==> src/rtl/pwm_pkg.sv <==
// Shared types and helpers for the PWM duty controller.
// Holds the state encoding, duty limits and saturating arithmetic.
package pwm_pkg;

  typedef enum logic [1:0] {
    IDLE       = 2'd0,
    MANUAL     = 2'd1,
    SWEEP_UP   = 2'd2,
    SWEEP_DOWN = 2'd3
  } state_e;

  localparam int DUTY_MAX  = 100;
  localparam int PWM_STEPS = 100;

  // Widened to 8 bits so neither direction can wrap.
  function automatic logic [6:0] sat_add(
    input logic [6:0] a,
    input logic [6:0] s
  );
    logic [7:0] t;
    t = {1'b0, a} + {1'b0, s};
    return (t > 8'(DUTY_MAX)) ? 7'(DUTY_MAX) : t[6:0];
  endfunction

  function automatic logic [6:0] sat_sub(
    input logic [6:0] a,
    input logic [6:0] s
  );
    logic [7:0] t;
    t = {1'b0, a} - {1'b0, s};
    return (a < s) ? 7'd0 : t[6:0];
  endfunction

endpackage

==> src/rtl/pwm_tick_gen.sv <==
// Prescaler producing a single-cycle enable pulse every DIV clocks.
// clr holds the count at zero and suppresses the pulse.
module pwm_tick_gen #(
  parameter int DIV = 10
) (
  input  logic clk,
  input  logic rst,
  input  logic clr,
  output logic tick
);

  localparam int W = (DIV > 1) ? $clog2(DIV) : 1;
  localparam logic [W-1:0] LAST = W'(DIV - 1);

  logic [W-1:0] cnt_q;
  logic [W-1:0] cnt_d;

  always_comb begin
    cnt_d = cnt_q + 1'b1;
    if (clr || cnt_q == LAST) begin
      cnt_d = '0;
    end
  end

  always_ff @(posedge clk) begin
    if (!rst) begin
      cnt_q <= '0;
    end else begin
      cnt_q <= cnt_d;
    end
  end

  assign tick = !clr && (cnt_q == LAST);

endmodule

==> src/rtl/pwm_duty_ctrl.sv <==
// Duty sequencer (manual buttons or triangle sweep) and PWM generator.
// The applied duty is shadowed and only reloaded on period boundaries.
module pwm_duty_ctrl
  import pwm_pkg::*;
#(
  parameter int CLK_FREQ  = 50_000_000,
  parameter int PWM_FREQ  = 1000,
  parameter int STEP_FREQ = 20,
  parameter int DUTY_STEP = 10
) (
  input  logic       clk,
  input  logic       rst,
  input  logic       en,
  input  logic       mode,
  input  logic       btn_up,
  input  logic       btn_down,
  output logic [6:0] duty,
  output logic [1:0] state,
  output logic       pwm_out
);

  localparam int CNT_DIV  = CLK_FREQ / (PWM_FREQ * PWM_STEPS);
  localparam int STEP_DIV = CLK_FREQ / STEP_FREQ;
  localparam logic [6:0] STEP = 7'(DUTY_STEP);
  localparam logic [6:0] CMAX = 7'(PWM_STEPS - 1);

  state_e     state_q, state_d;
  logic [6:0] req_q, req_d;
  logic [6:0] duty_q, duty_d;
  logic [6:0] pcnt_q, pcnt_d;
  logic       pwm_q, pwm_d;
  logic       up_q, dn_q;

  logic       cnt_tick, step_tick, pb;
  logic       up_rise, dn_rise;
  logic [6:0] inc, dec;

  pwm_tick_gen #(.DIV(CNT_DIV)) u_cnt_tick (
    .clk  (clk),
    .rst  (rst),
    .clr  (1'b0),
    .tick (cnt_tick)
  );

  pwm_tick_gen #(.DIV(STEP_DIV)) u_step_tick (
    .clk  (clk),
    .rst  (rst),
    .clr  (state_q == IDLE),
    .tick (step_tick)
  );

  assign up_rise = btn_up & ~up_q;
  assign dn_rise = btn_down & ~dn_q;
  assign inc     = sat_add(req_q, STEP);
  assign dec     = sat_sub(req_q, STEP);
  assign pb      = cnt_tick && (pcnt_q == CMAX);

  always_comb begin
    state_d = state_q;
    req_d   = req_q;
    if (!en) begin
      state_d = IDLE;
    end else begin
      unique case (state_q)
        IDLE: begin
          state_d = mode ? SWEEP_UP : MANUAL;
        end
        MANUAL: begin
          if (mode) begin
            state_d = SWEEP_UP;
          end else if (up_rise && !dn_rise) begin
            req_d = inc;
          end else if (dn_rise && !up_rise) begin
            req_d = dec;
          end
        end
        SWEEP_UP: begin
          if (!mode) begin
            state_d = MANUAL;
          end else if (step_tick) begin
            req_d = inc;
            if (inc == 7'(DUTY_MAX)) state_d = SWEEP_DOWN;
          end
        end
        SWEEP_DOWN: begin
          if (!mode) begin
            state_d = MANUAL;
          end else if (step_tick) begin
            req_d = dec;
            if (dec == 7'd0) state_d = SWEEP_UP;
          end
        end
      endcase
    end
  end

  always_comb begin
    pcnt_d = pcnt_q;
    if (cnt_tick) begin
      pcnt_d = (pcnt_q == CMAX) ? 7'd0 : pcnt_q + 7'd1;
    end
    duty_d = duty_q;
    if (pb && state_q != IDLE) begin
      duty_d = req_q;
    end
    pwm_d = (state_q != IDLE) && (pcnt_q < duty_q);
  end

  always_ff @(posedge clk) begin
    if (!rst) begin
      state_q <= IDLE;
      req_q   <= '0;
      duty_q  <= '0;
      pcnt_q  <= '0;
      pwm_q   <= 1'b0;
      up_q    <= 1'b0;
      dn_q    <= 1'b0;
    end else begin
      state_q <= state_d;
      req_q   <= req_d;
      duty_q  <= duty_d;
      pcnt_q  <= pcnt_d;
      pwm_q   <= pwm_d;
      up_q    <= btn_up;
      dn_q    <= btn_down;
    end
  end

  assign duty    = duty_q;
  assign state   = state_q;
  assign pwm_out = pwm_q;

endmodule
==> config.mk <==
export PLATFORM = sky130hd
export DESIGN_NAME = pwm_duty_ctrl
export DESIGN_NICKNAME = d
export VERILOG_FILES = /design/src/rtl/pwm_pkg.sv /design/src/rtl/pwm_tick_gen.sv /design/src/rtl/pwm_duty_ctrl.sv
export SDC_FILE = /design/constraint.sdc
export NUM_CORES = 1
export LEC_CHECK = 0
export CORE_UTILIZATION = 33
export CTS_BUF_LIST = sky130_fd_sc_hd__clkbuf_16
export DETAILED_ROUTE_END_ITERATION = 8
export PLACE_DENSITY = 0.47
export SYNTH_ARGS = -nofsm -noshare
export SYNTH_HDL_FRONTEND = slang
export SYNTH_SLANG_ARGS = --single-unit
export TNS_END_PERCENT = 50
==> constraint.sdc <==
create_clock -name clk -period 2.9 [get_ports clk]
set_clock_uncertainty 0.15 [all_clocks]
set_input_delay 0.58 -clock clk [delete_from_list [all_inputs] [get_ports clk]]
set_output_delay 0.58 -clock clk [all_outputs]
set_load 0.05 [all_outputs]
Yosys cells after proc, flatten, opt, wreduce, memory -nomap -nowiden
Cells that the tools add are included.

$add $sub $neg: 5. Order comparisons: 3. Equal/unequal tests: 18. Muxes and demuxes: 20. Bitwise gates (word level): 5. Reductions and logical operators: 19.

Operators with widths (count): $mux W7 (10); $add A22 B1 Y22 const B (1); $eq A22 B22 Y1 const B (1); $pmux W7 S3 (1); $mux W2 (8); $ne A3 B3 Y1 const B (5); $eq A7 B7 Y1 const B (2); $ne A2 B2 Y1 const B (6); $add A9 B1 Y9 const B (1); $eq A9 B9 Y1 const B (1); $add A7 B4 Y8 const B (1); $gt A8 B7 Y1 const B (1); $pmux W2 S4 (1); $reduce_and A8 Y1 (1); $add A7 B1 Y7 const B (1); $logic_not A7 Y1 (1); $lt A7 B4 Y1 const B (1); $lt A7 B7 Y1 (1); $sub A7 B4 Y7 const B (1); $logic_and A1 B1 Y1 (6); $reduce_and A5 Y1 (1); $eq A2 B2 Y1 const B (2); $reduce_or A2 Y1 (2); $logic_not A1 Y1 (3); 8 further kinds (11).

Register bits after elaboration: 57. Word-level logic and storage cells: 79.

Logic depth before layout (Yosys ltp)
Word-level depth: 8. Mapped depth: 9.

Hierarchy
A second synthesis with hierarchy kept.

Cell total of the unflattened synthesis: 400. Area total of the unflattened synthesis: 3300.7 um^2.

Modules (own cells, without submodules): pwm_duty_ctrl (instances 1, cells an instance 232, area each 1858.0 um^2, sequential area each 520.5 um^2); pwm_tick_gen (u_step_tick) (instances 1, cells an instance 120, area each 1024.7 um^2, sequential area each 440.4 um^2); pwm_tick_gen (u_cnt_tick) (instances 1, cells an instance 48, area each 417.9 um^2, sequential area each 180.2 um^2).

Least setup slack after synthesis
Ideal clock, no wire load.

Path type: register to register. Start point: reg req_q[1]. End point: reg state_q[0], in the netlist state[0]. Library setup time: 0.116 ns. Data arrival time: 2.319 ns. Path slack: 0.315 ns. Stages on the path, launching flop included: 10. Path buffers: 1. Clock period less this slack: 2.585 ns. Path through: dfxtp_1 buf_2 inv_1 ha_1 or3b_1 a2111oi_2 o211ai_1 a311oi_2 a21oi_1 a31o_1.

Word-level cells in the longest chain between the ends: 6. Elaborated cells between the ends (all ways): 11. Those cells by class: 2 x add/sub; 2 x order compare; 3 x eq/ne; 2 x mux; 2 x reduce/logical.

Ends and longest elaborated chain: from (decl) (line pwm_duty_ctrl.sv:28) `logic [6:0] req_q, req_d;`; from (signal assigned) (line pwm_duty_ctrl.sv:120) `req_q <= req_d;`; $add A7 B4 Y8 (line pwm_pkg.sv:21) `t = {1'b0, a} + {1'b0, s};`; $gt A8 B7 Y1 (line pwm_pkg.sv:22) `return (t > 8'(DUTY_MAX)) ? 7'(DUTY_MAX) : t[6:0];`; $mux W7 (line pwm_pkg.sv:22); $eq A7 B7 Y1 (line pwm_duty_ctrl.sv:82) `if (inc == 7'(DUTY_MAX)) state_d = SWEEP_DOWN;`; $ne A3 B3 Y1 (no source line); $reduce_and A5 Y1 (no source line) (*); to (signal assigned) (line pwm_duty_ctrl.sv:119) `state_q <= state_d;`; to (decl) (line pwm_duty_ctrl.sv:27) `state_e state_q, state_d;`.

Every way passes the cells marked *; elsewhere a longest branch is shown, timed or not. A chain may end at the register's enable or synchronous reset.

Final worst setup path
Ends and elaborated chain as after synthesis.

==> summary.md <==
| Metric | Value |
|---|---|
| Final Non-Filler Cells | `527` |
| Finished Cell Area | `0.00377 mm^2` |
| WS Path Type | `reg2reg` |
| Status | `complete, no violations` |
| Top Ports | `16` |
| TritonCTS Buffers | `9` |
| Largest net degree at the start of global routing | `23` |
| Netlist cell types | `60` |
| Post-Synthesis Cells | `371` |
| F_max | `402 MHz` |
| Asr flop ratio synth | `0%` |
| CP Launch Type | `flop` |
| Worst-skew pair later-pin latency | `320 ps` |
| Top_reg_cell synth | `dfxtp_1` |
| Worst-Margin Slew | `563 ps` |
| WL final | `6.76 mm` |
| Final-report hold violation count | `0` |
| Max-cap violations | `0` |
| Seq cells post-synth | `57` |
| CTS tree | `done` |
| ANT cells | `0` |
| Antenna Violating Nets Remaining | `0` |
| Final Cycle Share | `85.8%` |
| Critical path's largest stage delay | `370 ps` |
| Nets | `414` |
| WP data required | `2960 ps` |
| Global route total overflow | `0` |
| Vias/cell | `4.99` |
| Fraction of layout cells with a size suffix above 1 | `8.79%` |
| Post-synth EDFFs | `0` |
| Clk buf depth | `2` |
| DRC viols | `0` |
| Clock slew at reported path FFs | `50 ps` |
| Mean Syn Cell Area | `8.54 um^2` |
| Clk sinks | `57` |
| Crit path max fanout | `4` |
| Leakage | `1.29 nW` |
| Placeable Area | `0.00928 mm^2` |
| Multi-input gate area | `0.00189 mm^2` |
| Top Family by Delay on Critical Path | `compound AO/OA/AOI/OAI gates` |
| Die Y | `100 um` |
| Dpl cells | `511` |
| Unrepaired setup endpoints after global routing | `no` |
| Total Routing Usage GR | `14.6%` |
| Tmin final | `2490 ps` |
| Most frequent cells in the layout | `dfxtp_1, nor2_1, nand2_1, inv_1, xor2_1` |
| Num rows | `35` |
| Port buffer count | `15` |
| Postcts setup bufs | `0` |
| Root buffer cell | `clkbuf_16` |
| Final setup TNS | `0 ps` |
| Width of the die | `100 um` |
| WP buf/inv | `1` |
| DRT Pass-1 Iters | `4` |
| Setup violators final | `0` |
| Area after DPL | `0.00350 mm^2` |
| Dpl hpwl | `4.86 mm` |
| Placer Congestion | `0.788` |
| WP data arrival | `2550 ps` |
| Hold Crit Class | `reg2reg` |
| Crit path cell chain | `inv_1 > ha_1 > or3b_1 > a2111oi_2 > o211ai_1 > a311oi_2 > a21oi_1 > a31o_1` |
| PD cells | `505 mW/mm^2` |
| Crit. End Element | `flop` |
| First-pass GRT wire length | `11.6 mm` |
| Initial drt markers | `70` |
| Synthesis Warnings | `0` |
| Commonest non-fill, non-tap cell in the layout | `dfxtp_1` |
| Initial antenna violation count | `0` |
| Vias in the first global route | `2428` |
| Post-Syn Area | `0.00317 mm^2` |
| H-tree depth | `3` |
| Register area | `0.00114 mm^2` |
| Initial core utilization | `34.1%` |
| CP max-delay cell | `or3b_1` |
| WL per Instance | `12.8 um` |
| Syn Nets | `392` |
| CTS Hold Bufs | `0` |
| Via count | `2631` |
| Fin. max-slew vios | `0` |
| Quantity of gates resized following cts | `0` |
| Slew margin rel. | `62.3%` |
| P&R area growth vs syn | `19.1%` |
| Die area | `0.0100 mm^2` |
| Sequential-to-total area share from yosys stat | `36.0%` |
| # fillers | `981` |
| Maximum VDD drop | `0.314 mV` |
-- through the flow --
step / utilization, % / hold WS (ps) / total power, mW / setup WS [ps]
floorplan: - / 276 / 0.930 / 315
global placement: 37.7 / 295 / 0.982 / 259
detailed placement: 37.7 / 302 / 0.981 / 239
CTS: 40.6 / 314 / 1.93 / 401
global route: 40.6 / 344 / 1.99 / 235
finish: 40.6 / 309 / 1.90 / 411
-- synth_stat cells (2+ instances only) --
cell type | count | area, um^2
nor4b_1 | 2 | 17.5
a31oi_1 | 6 | 37.5
o211ai_1 | 2 | 15.0
a211o_1 | 2 | 17.5
o32ai_1 | 2 | 17.5
a21o_1 | 6 | 45.0
nor3b_1 | 2 | 15.0
nor2b_1 | 14 | 87.6
nand3_1 | 12 | 60.1
nand2b_1 | 7 | 43.8
mux2i_1 | 9 | 90.1
a21boi_0 | 2 | 15.0
inv_1 | 19 | 71.3
ha_1 | 15 | 188
o32a_1 | 2 | 20.0
nand3b_1 | 2 | 15.0
nand2_1 | 26 | 97.6
dfxtp_1 | 57 | 1140
nand4_1 | 11 | 68.8
buf_2 | 4 | 20.0
o21ai_0 | 12 | 60.1
and3b_1 | 2 | 17.5
xor2_1 | 18 | 158
nor2_1 | 41 | 154
or3_1 | 5 | 31.3
clkbuf_1 | 10 | 37.5
and2_1 | 5 | 31.3
and4_1 | 5 | 43.8
a21oi_1 | 16 | 80.1
a211oi_1 | 3 | 22.5
and3_1 | 6 | 37.5
nor3_1 | 6 | 30.0
a31o_1 | 2 | 17.5
xnor2_1 | 12 | 105
-- final timing paths --
kind,to,cells past startpoint,from,slack (ps)
max,state[0],8,req_q[1],410
min,u_step_tick.cnt_q[0],1,u_step_tick.cnt_q[0],310
max reg2reg,state[0],8,req_q[1],410
min reg2reg,u_step_tick.cnt_q[0],1,u_step_tick.cnt_q[0],310
-- kinds of logic (layout without fill, tap and decap cells) --
kind of cell	count (synthesis)	in the layout	share of synthesized area, %
fa+ha+maj	15	15	5.92
compound gates	71	71	16.0
mux	9	9	2.84
xor+xnor	30	30	8.29
flops	57	57	36.0
buf+inv	34	61	4.19
simple gates	155	155	26.7
-- state kept, by name, indices dropped and copies added, names as in the netlist --
| register | cells |
|---|---|
| dn_q | 1 |
| duty | 7 |
| pcnt_q | 7 |
| pwm_out | 1 |
| req_q | 7 |
| state | 2 |
| u_cnt_tick.cnt_q | 9 |
| u_step_tick.cnt_q | 22 |
| up_q | 1 |
-- metal layers --
metal,global-route usage (%),wire length (um)
met1,21.0,3570
met2,21.1,2860
met3,3.20,228
met4,5.80,95
met5,0,0
-- area by class of cell --
type / instances / share of cell area [%]
multi-input cells: 280 / 50.2
flip-flops and latches: 57 / 30.2
repair buffers: 26 / 6.17
clock buffers: 9 / 5.97
well taps: 129 / 4.28
inverters: 19 / 1.89
clock inverters: 7 / 1.23
-- where the power goes --
group / total (mW) / internal [mW] / leakage, nW / switching [mW]
registers: 0.810 / 0.796 / 0.461 / 0.0142
logic: 0.156 / 0.0640 / 0.695 / 0.0918
clock network: 0.939 / 0.574 / 0.129 / 0.364
total: 1.90 / 1.43 / 1.29 / 0.470
(Power assumes the default switching activity.)
